### config.mk
export PLATFORM = sky130hd
export DESIGN_NAME = mem_xfer_engine_flat
export DESIGN_NICKNAME = d
export VERILOG_FILES = /design/src/rtl/mem_xfer_pkg.sv /design/src/rtl/mem_xfer_engine_if.sv /design/src/rtl/xfer_addr_gen.sv /design/src/rtl/mem_xfer_engine.sv /design/src/flat_wrapper.sv
export SDC_FILE = /design/constraint.sdc
export NUM_CORES = 1
export LEC_CHECK = 0
export ABC_AREA = 1
export CAP_MARGIN = 20
export CORE_MARGIN = 2
export CORE_UTILIZATION = 35
export DETAILED_ROUTE_END_ITERATION = 10
export DONT_BUFFER_PORTS = 1
export PLACE_DENSITY = 0.48
export SYNTH_ARGS = -nofsm -noshare
export SYNTH_HDL_FRONTEND = slang
export SYNTH_HIERARCHICAL = 1
export SYNTH_SLANG_ARGS = --single-unit
### constraint.sdc
create_clock -name clk -period 3.6 [get_ports clk]
set_clock_uncertainty 0.2 [all_clocks]
set_input_delay 0.36 -clock clk [delete_from_list [all_inputs] [get_ports clk]]
set_output_delay 0.36 -clock clk [all_outputs]
set_load 0.01 [all_outputs]
### src/rtl/mem_xfer_pkg.sv
// rtl/mem_xfer_pkg.sv - shared op codes, FSM states and word width for the transfer engine
package mem_xfer_pkg;

   localparam int WORD_WIDTH = 32;

   typedef enum logic [1:0] {
      OP_COPY = 2'd0,
      OP_FILL = 2'd1,
      OP_CMP  = 2'd2,
      OP_RSVD = 2'd3
   } op_e;

   typedef enum logic [1:0] {
      IDLE = 2'd0,
      RUN  = 2'd1,
      DONE = 2'd2
   } state_e;

   // A copy into a higher address walks downward so overlapping regions behave like memmove.
   function automatic logic copy_backward(input op_e op,
                                          input logic [WORD_WIDTH-1:0] src,
                                          input logic [WORD_WIDTH-1:0] dst);
      return (op == OP_COPY) && (dst > src);
   endfunction

endpackage

### src/rtl/mem_xfer_engine_if.sv
// rtl/mem_xfer_engine_if.sv - command handshake, result and memory port bundle of the transfer engine
interface mem_xfer_engine_if
   import mem_xfer_pkg::*;
#(
   parameter int LEN_WIDTH = 16
) ();

   logic                  cmd_valid;
   logic                  cmd_ready;
   logic [1:0]            cmd_op;
   logic [WORD_WIDTH-1:0] cmd_src;
   logic [WORD_WIDTH-1:0] cmd_dst;
   logic [LEN_WIDTH-1:0]  cmd_len;
   logic [WORD_WIDTH-1:0] cmd_fill;

   logic                  busy;
   logic                  done;
   logic                  result_mismatch;
   logic [LEN_WIDTH-1:0]  result_index;

   logic [WORD_WIDTH-1:0] read_address_0;
   logic [WORD_WIDTH-1:0] read_address_1;
   logic [WORD_WIDTH-1:0] read_data_0;
   logic [WORD_WIDTH-1:0] read_data_1;
   logic [WORD_WIDTH-1:0] write_address;
   logic [WORD_WIDTH-1:0] write_data;
   logic                  write_enable;

   // The engine is the memory-side master; the CPU control path and memory form the slave side.
   modport master (
      input  cmd_valid, cmd_op, cmd_src, cmd_dst, cmd_len, cmd_fill,
      input  read_data_0, read_data_1,
      output cmd_ready, busy, done, result_mismatch, result_index,
      output read_address_0, read_address_1, write_address, write_data, write_enable
   );

   modport slave (
      output cmd_valid, cmd_op, cmd_src, cmd_dst, cmd_len, cmd_fill,
      output read_data_0, read_data_1,
      input  cmd_ready, busy, done, result_mismatch, result_index,
      input  read_address_0, read_address_1, write_address, write_data, write_enable
   );

endinterface

### src/rtl/xfer_addr_gen.sv
// rtl/xfer_addr_gen.sv - word offset counter, direction, region address adders and last-word flag
module xfer_addr_gen
   import mem_xfer_pkg::*;
#(
   parameter int LEN_WIDTH = 16
) (
   input  logic                  clk,
   input  logic                  rst,
   input  logic                  start,
   input  logic                  start_backward,
   input  logic [LEN_WIDTH-1:0]  start_len,
   input  logic                  step,
   input  logic [LEN_WIDTH-1:0]  len,
   input  logic [WORD_WIDTH-1:0] src,
   input  logic [WORD_WIDTH-1:0] dst,
   output logic [LEN_WIDTH-1:0]  i,
   output logic [WORD_WIDTH-1:0] src_addr,
   output logic [WORD_WIDTH-1:0] dst_addr,
   output logic                  last
);

   localparam logic [LEN_WIDTH-1:0] ONE = LEN_WIDTH'(1);

   logic                 backward_q;
   logic [LEN_WIDTH-1:0] i_q;

   always_ff @(posedge clk) begin
      if (rst) begin
         backward_q <= 1'b0;
         i_q        <= '0;
      end else if (start) begin
         backward_q <= start_backward;
         i_q        <= start_backward ? (start_len - ONE) : '0;
      end else if (step) begin
         i_q        <= backward_q ? (i_q - ONE) : (i_q + ONE);
      end
   end

   // Offsets are zero-extended; the 32-bit sums wrap naturally across the top of memory.
   assign i        = i_q;
   assign src_addr = src + WORD_WIDTH'(i_q);
   assign dst_addr = dst + WORD_WIDTH'(i_q);
   assign last     = backward_q ? (i_q == '0) : (i_q == (len - ONE));

endmodule

### src/rtl/mem_xfer_engine.sv
// rtl/mem_xfer_engine.sv - block copy/fill/compare initiator driving dual-read, single-write memory
module mem_xfer_engine
   import mem_xfer_pkg::*;
#(
   parameter int LEN_WIDTH = 16
) (
   input logic               clk,
   input logic               rst,
   mem_xfer_engine_if.master bus
);

   state_e                state_q, state_d;
   op_e                   op_q;
   op_e                   cmd_op;
   logic [WORD_WIDTH-1:0] src_q, dst_q, fill_q;
   logic [LEN_WIDTH-1:0]  len_q;
   logic                  mismatch_q;
   logic [LEN_WIDTH-1:0]  index_q;

   logic                  accept;
   logic                  running;
   logic                  is_cmp;
   logic                  words_differ;
   logic                  last;
   logic [LEN_WIDTH-1:0]  i;
   logic [WORD_WIDTH-1:0] src_addr, dst_addr;

   assign cmd_op       = op_e'(bus.cmd_op);
   assign accept       = (state_q == IDLE) && bus.cmd_valid;
   assign running      = (state_q == RUN);
   assign is_cmp       = (op_q == OP_CMP);
   assign words_differ = (bus.read_data_0 != bus.read_data_1);

   xfer_addr_gen #(
      .LEN_WIDTH (LEN_WIDTH)
   ) u_addr_gen (
      .clk            (clk),
      .rst            (rst),
      .start          (accept),
      .start_backward (copy_backward(cmd_op, bus.cmd_src, bus.cmd_dst)),
      .start_len      (bus.cmd_len),
      .step           (running),
      .len            (len_q),
      .src            (src_q),
      .dst            (dst_q),
      .i              (i),
      .src_addr       (src_addr),
      .dst_addr       (dst_addr),
      .last           (last)
   );

   always_ff @(posedge clk) begin
      if (rst) begin
         state_q    <= IDLE;
         op_q       <= OP_COPY;
         src_q      <= '0;
         dst_q      <= '0;
         len_q      <= '0;
         fill_q     <= '0;
         mismatch_q <= 1'b0;
         index_q    <= '0;
      end else begin
         state_q <= state_d;
         if (accept) begin
            op_q       <= cmd_op;
            src_q      <= bus.cmd_src;
            dst_q      <= bus.cmd_dst;
            len_q      <= bus.cmd_len;
            fill_q     <= bus.cmd_fill;
            mismatch_q <= 1'b0;
            index_q    <= '0;
         end else if (running && is_cmp && words_differ) begin
            mismatch_q <= 1'b1;
            index_q    <= i;
         end
      end
   end

   // Empty and reserved commands skip RUN so they can never touch memory.
   always_comb begin
      state_d = state_q;
      case (state_q)
         IDLE: begin
            if (bus.cmd_valid) begin
               if ((bus.cmd_len == '0) || (cmd_op == OP_RSVD)) state_d = DONE;
               else                                            state_d = RUN;
            end
         end
         RUN: begin
            if ((is_cmp && words_differ) || last) state_d = DONE;
         end
         DONE:    state_d = IDLE;
         default: state_d = IDLE;
      endcase
   end

   always_comb begin
      bus.read_address_0 = '0;
      bus.read_address_1 = '0;
      bus.write_address  = '0;
      bus.write_data     = '0;
      bus.write_enable   = 1'b0;
      if (running) begin
         case (op_q)
            OP_COPY: begin
               bus.read_address_0 = src_addr;
               bus.write_address  = dst_addr;
               bus.write_data     = bus.read_data_0;
               bus.write_enable   = 1'b1;
            end
            OP_FILL: begin
               bus.write_address  = dst_addr;
               bus.write_data     = fill_q;
               bus.write_enable   = 1'b1;
            end
            OP_CMP: begin
               bus.read_address_0 = src_addr;
               bus.read_address_1 = dst_addr;
            end
            default: ;
         endcase
      end
   end

   assign bus.cmd_ready       = (state_q == IDLE);
   assign bus.busy            = (state_q != IDLE);
   assign bus.done            = (state_q == DONE);
   assign bus.result_mismatch = mismatch_q;
   assign bus.result_index    = index_q;

endmodule

### src/flat_wrapper.sv
// flat-port wrapper written by rule: the top's interface ports become plain ports
module mem_xfer_engine_flat import mem_xfer_pkg::*;
#(
   parameter int LEN_WIDTH = 16
)
  (clk, rst, bus_cmd_valid, bus_cmd_op, bus_cmd_src, bus_cmd_dst, bus_cmd_len, bus_cmd_fill, bus_read_data_0, bus_read_data_1, bus_cmd_ready, bus_busy, bus_done, bus_result_mismatch, bus_result_index, bus_read_address_0, bus_read_address_1, bus_write_address, bus_write_data, bus_write_enable);
  mem_xfer_engine_if #(.LEN_WIDTH(LEN_WIDTH)) bus_i ();
  input logic clk;
  input logic rst;
  input wire logic [$bits(bus_i.cmd_valid)-1:0] bus_cmd_valid;
  input wire logic [$bits(bus_i.cmd_op)-1:0] bus_cmd_op;
  input wire logic [$bits(bus_i.cmd_src)-1:0] bus_cmd_src;
  input wire logic [$bits(bus_i.cmd_dst)-1:0] bus_cmd_dst;
  input wire logic [$bits(bus_i.cmd_len)-1:0] bus_cmd_len;
  input wire logic [$bits(bus_i.cmd_fill)-1:0] bus_cmd_fill;
  input wire logic [$bits(bus_i.read_data_0)-1:0] bus_read_data_0;
  input wire logic [$bits(bus_i.read_data_1)-1:0] bus_read_data_1;
  output wire logic [$bits(bus_i.cmd_ready)-1:0] bus_cmd_ready;
  output wire logic [$bits(bus_i.busy)-1:0] bus_busy;
  output wire logic [$bits(bus_i.done)-1:0] bus_done;
  output wire logic [$bits(bus_i.result_mismatch)-1:0] bus_result_mismatch;
  output wire logic [$bits(bus_i.result_index)-1:0] bus_result_index;
  output wire logic [$bits(bus_i.read_address_0)-1:0] bus_read_address_0;
  output wire logic [$bits(bus_i.read_address_1)-1:0] bus_read_address_1;
  output wire logic [$bits(bus_i.write_address)-1:0] bus_write_address;
  output wire logic [$bits(bus_i.write_data)-1:0] bus_write_data;
  output wire logic [$bits(bus_i.write_enable)-1:0] bus_write_enable;
  assign bus_i.cmd_valid = bus_cmd_valid;
  assign bus_i.cmd_op = bus_cmd_op;
  assign bus_i.cmd_src = bus_cmd_src;
  assign bus_i.cmd_dst = bus_cmd_dst;
  assign bus_i.cmd_len = bus_cmd_len;
  assign bus_i.cmd_fill = bus_cmd_fill;
  assign bus_i.read_data_0 = bus_read_data_0;
  assign bus_i.read_data_1 = bus_read_data_1;
  assign bus_cmd_ready = bus_i.cmd_ready;
  assign bus_busy = bus_i.busy;
  assign bus_done = bus_i.done;
  assign bus_result_mismatch = bus_i.result_mismatch;
  assign bus_result_index = bus_i.result_index;
  assign bus_read_address_0 = bus_i.read_address_0;
  assign bus_read_address_1 = bus_i.read_address_1;
  assign bus_write_address = bus_i.write_address;
  assign bus_write_data = bus_i.write_data;
  assign bus_write_enable = bus_i.write_enable;
  mem_xfer_engine #(.LEN_WIDTH(LEN_WIDTH)) u_core (.clk(clk), .rst(rst), .bus(bus_i));
endmodule
==> run_summary.xml <==
<?xml version="1.0" encoding="UTF-8"?>
<metrics>
  <group name="outcome">
    <metric name="status" unit="">complete, no violations</metric>
  </group>
  <group name="synth">
    <metric name="synth_fp_nets" unit="">2220</metric>
    <metric name="synthDominantAreaCellType" unit="">sky130_fd_sc_hd__dfxtp_1</metric>
    <metric name="asyncSetResetFlopFracSynth" unit="">0</metric>
    <metric name="most_frequent_cell_after_synthesis" unit="">sky130_fd_sc_hd__nor2_1</metric>
    <metric name="synth_edf_count" unit="">0</metric>
    <metric name="synth_seq_area_share" unit="">0.246</metric>
    <metric name="number_of_library_cell_types_mapped_by_synthesis" unit="">47</metric>
    <metric name="dominantRegCellSynth" unit="">sky130_fd_sc_hd__dfxtp_1</metric>
    <metric name="syn-instance-count" unit="">1956</metric>
    <metric name="postSynthAreaPerCell" unit="um2">6.24</metric>
    <metric name="synth.top_cell.area_share" unit="">0.246</metric>
    <metric name="synth_fa_ha_area_frac" unit="">0.0869</metric>
    <metric name="synth_mux_area_frac" unit="">0</metric>
    <metric name="synth_common_cells" unit="">sky130_fd_sc_hd__nor2_1, sky130_fd_sc_hd__nand2_1, sky130_fd_sc_hd__inv_1</metric>
    <metric name="basic_gate_share_of_the_synthesized_area_counting_and_or_nand_and_nor_cells" unit="">0.333</metric>
    <metric name="mappedNetlistArea" unit="um2">12200</metric>
    <metric name="netlist_top_cells_area" unit="">sky130_fd_sc_hd__dfxtp_1, sky130_fd_sc_hd__nor2_1, sky130_fd_sc_hd__nand2_1, sky130_fd_sc_hd__ha_1, sky130_fd_sc_hd__a21oi_1</metric>
    <metric name="dominant_combinational_cell_family_by_area_after_synthesis" unit="">simple AND/OR/NAND/NOR gates</metric>
    <metric name="synthesis.yosys.warnings" unit="">6</metric>
    <metric name="synth-compound-area-share" unit="">0.173</metric>
    <metric name="synthXorXnorAreaFrac" unit="">0.0632</metric>
    <metric name="ys_ff_latch" unit="">150</metric>
  </group>
  <group name="finish">
    <metric name="layout-drive-gt1-share" unit="">0.0672</metric>
    <metric name="design.final.nets" unit="">2305</metric>
    <metric name="stdcell_area" unit="um2">14400</metric>
    <metric name="final_instance_count_without_filler_cells" unit="">2510</metric>
    <metric name="fillers" unit="">3749</metric>
    <metric name="total_area_of_multi_input_combinational_cells" unit="um2">8010</metric>
    <metric name="area.sequential" unit="um2">3010</metric>
    <metric name="area_growth" unit="%">18.3</metric>
  </group>
  <group name="setup_path">
    <metric name="path_common_cell" unit="">sky130_fd_sc_hd__nand2_1</metric>
    <metric name="endpoint_kind" unit="">output pin</metric>
    <metric name="crit_type" unit="">reg -&gt; out</metric>
    <metric name="worst_path_largest_cell_delay" unit="ns">0.37</metric>
    <metric name="cp_cell_sequence" unit="">buf_4 -&gt; ha_1 -&gt; nand2_1 -&gt; nor2_1 -&gt; nand2_1 -&gt; nand3_1 -&gt; nand3_1 -&gt; nand2_1 -&gt; nand3_1 -&gt; a21o_1 -&gt; nand2_1 -&gt; nand2_1 -&gt; nor2_2</metric>
    <metric name="cp.required" unit="ns">3.04</metric>
    <metric name="cp_slowest_cell" unit="">sky130_fd_sc_hd__dfxtp_1</metric>
    <metric name="cp_max_fo" unit="">5</metric>
    <metric name="startpoint_kind_of_the_worst_setup_timing_path" unit="">flop</metric>
    <metric name="critical_path_arrival" unit="ns">2.85</metric>
  </group>
  <group name="die">
    <metric name="fp.dieH" unit="um">191</metric>
    <metric name="start_util" unit="">0.354</metric>
    <metric name="pin_count" unit="">330</metric>
    <metric name="floorplan.die_area" unit="um2">36400</metric>
    <metric name="core_region_area" unit="um2">34500</metric>
    <metric name="horizontal_extent_of_the_die" unit="um">191</metric>
    <metric name="placementRows" unit="">68</metric>
  </group>
  <group name="timing">
    <metric name="fmax" unit="MHz">293</metric>
    <metric name="finalSetupViolations" unit="">0</metric>
    <metric name="finalCriticalPeriod" unit="ns">3.41</metric>
    <metric name="timing.final.crit_share" unit="">0.949</metric>
    <metric name="setup_total_negative_slack" unit="ns">0</metric>
    <metric name="maxSlewHeadroom" unit="">0.347</metric>
    <metric name="grt_setup_unrepaired" unit="">false</metric>
    <metric name="worst_pin_slew" unit="ns">0.978</metric>
    <metric name="fin_ws" unit="ns">0.185</metric>
    <metric name="maxSlewViolCount" unit="">0</metric>
    <metric name="final_hold_viol_count" unit="">0</metric>
  </group>
  <group name="routing">
    <metric name="routed_via_density" unit="">5.17</metric>
    <metric name="via_count" unit="">12969</metric>
    <metric name="postRouteAntennaNets" unit="">0</metric>
    <metric name="drt_drc_violations_left" unit="">0</metric>
    <metric name="dr.pass1.iters" unit="">6</metric>
    <metric name="routed_wire_length_per_instance" unit="um">18.8</metric>
    <metric name="detail_route.iter0.violations" unit="">876</metric>
    <metric name="routed_wl" unit="mm">47.2</metric>
  </group>
  <group name="place">
    <metric name="placement.cell_area" unit="um2">12600</metric>
    <metric name="post-place-ws" unit="ns">0.550</metric>
    <metric name="numPlacedInstances" unit="">2361</metric>
    <metric name="place.gp.congestion" unit="">0.900</metric>
    <metric name="placement.io_buffers" unit="">0</metric>
    <metric name="dpl.hpwl" unit="mm">36.1</metric>
  </group>
  <group name="job">
    <metric name="maxCapViolCount" unit="">0</metric>
  </group>
  <group name="power">
    <metric name="ir_drop" unit="mV">0.343</metric>
    <metric name="power_density" unit="nW/um2">407</metric>
    <metric name="leakage_power" unit="nW">6.57</metric>
    <metric name="totalPowerFinal" unit="mW">5.87</metric>
  </group>
  <group name="clock_network">
    <metric name="clk_transition_reported_paths" unit="ns">0.06</metric>
    <metric name="cts-buffers-inserted" unit="">17</metric>
    <metric name="cts_root_buf" unit="">sky130_fd_sc_hd__clkbuf_16</metric>
    <metric name="clk_latency" unit="ns">0.44</metric>
    <metric name="cts_max_level" unit="">4</metric>
    <metric name="cts.sinks" unit="">150</metric>
    <metric name="cts_tree" unit="">done</metric>
    <metric name="cts-root-to-sink-buffers" unit="">2</metric>
  </group>
  <group name="global_routing">
    <metric name="globalRouteTotalUtil" unit="">0.255</metric>
    <metric name="vias_in_the_first_global_route" unit="">12369</metric>
    <metric name="grt_antenna_before_repair" unit="">1</metric>
    <metric name="grt_max_degree" unit="">95</metric>
    <metric name="grt.overflow.total" unit="">0</metric>
    <metric name="grt_first_pass_wirelength" unit="mm">70.6</metric>
  </group>
  <group name="worst_hold_path">
    <metric name="holdCritPathClass" unit="">in -&gt; reg</metric>
  </group>
</metrics>
[cell type report]
cell class | count | share of cell area
flip-flops and latches | 150 | 0.208
well taps | 455 | 0.0394
multi-input cells | 1505 | 0.555
inverters | 224 | 0.0583
diodes | 2 | 0.000347
repair buffers | 143 | 0.0954
clock buffers | 19 | 0.0307
clock inverters | 12 | 0.0123
[worst max-delay path, delay by kind of cell (launching register included)]
| family | cells | cell delay, ns |
|---|---|---|
| buffers and inverters | 1 | 0.19 |
| flip-flops | 1 | 0.37 |
| AO/OA/AOI/OAI | 1 | 0.18 |
| adder cells (fa/ha/maj) | 1 | 0.37 |
| AND/OR/NAND/NOR | 10 | 1.28 |
[state kept, by name (all words and copies together) (netlist names)]
| name | count |
|---|---|
| u_core/dst_q | 32 |
| u_core/u_addr_gen/backward_q | 1 |
| u_core/len_q | 16 |
| u_core/fill_q | 32 |
| u_core/u_addr_gen/i | 16 |
| u_core/src_q | 32 |
| u_core/bus.result_mismatch | 1 |
| u_core/op_q | 2 |
| u_core/state_q | 2 |
| u_core/bus.result_index | 16 |
[per-stage QoR]
step | hold slack, ns | utilization
2_1_floorplan | 0.229 | -
3_3_place_gp | 0.235 | 0.367
3_5_place_dp | 0.239 | 0.367
4_1_cts | 0.0108 | 0.418
5_1_grt | 0.0506 | 0.419
6_report | 0.0337 | 0.419
[cells in the final DEF (no fill, tap or decap), types with 12 or more instances in the layout]
master	instances
sky130_fd_sc_hd__a21oi_1	189
sky130_fd_sc_hd__buf_4	26
sky130_fd_sc_hd__clkbuf_16	17
sky130_fd_sc_hd__dfxtp_1	146
sky130_fd_sc_hd__dlygate4sd3_1	116
sky130_fd_sc_hd__ha_1	80
sky130_fd_sc_hd__inv_1	211
sky130_fd_sc_hd__inv_2	12
sky130_fd_sc_hd__nand2_1	317
sky130_fd_sc_hd__nand2_2	21
sky130_fd_sc_hd__nand3_1	165
sky130_fd_sc_hd__nand4_1	22
sky130_fd_sc_hd__nor2_1	337
sky130_fd_sc_hd__nor2_2	13
sky130_fd_sc_hd__nor3_1	22
sky130_fd_sc_hd__o21ai_0	162
sky130_fd_sc_hd__xnor2_1	45
sky130_fd_sc_hd__xor2_1	43
[per-layer routing]
layer,GRT usage,wire length (um),vias to the layer above
li1,-,-,6555
met1,0.336,21300,5896
met2,0.423,21900,448
met3,0.0353,2630,70
met4,0.0957,1420,0
met5,0,0,-
[kinds of logic (layout without fill, tap and decap cells)]
kind of cell | Yosys count | in the layout
flip-flops | 150 | 150
adder cells (fa/ha/maj) | 83 | 83
AO/OA/AOI/OAI | 400 | 400
XOR/XNOR | 88 | 88
other | 0 | 2
AND/OR/NAND/NOR | 934 | 934
buffers and inverters | 301 | 398
[timing repair]
item,CTS,global route
setup endpoints to repair,0,23
hold endpoints to repair,121,0
resized for setup,0,5
hold buffers,116,0
buffers inserted,0,0
[final timing paths]
kind / startpoint / endpoint / slack, ns / depth (start not counted)
worst max register to register: u_core/len_q[0] / u_core/state_q[0] / 0.68 / 16
worst max-delay path: u_core/u_addr_gen/i[4] / bus_read_address_0[31] / 0.19 / 13
worst min-delay path: bus_cmd_len[7] / u_core/u_addr_gen/i[7] / 0.03 / 3
worst min register to register: u_core/bus.result_mismatch / u_core/bus.result_mismatch / 0.31 / 2
[where the power goes]
part	switching [mW]	total [mW]	internal, mW	leakage, nW
sequential	0.211	2.04	1.83	1.24
combinational	1.21	1.87	0.661	5.04
clock	0.783	1.96	1.18	0.291
Power figures use the tool's default switching activity.
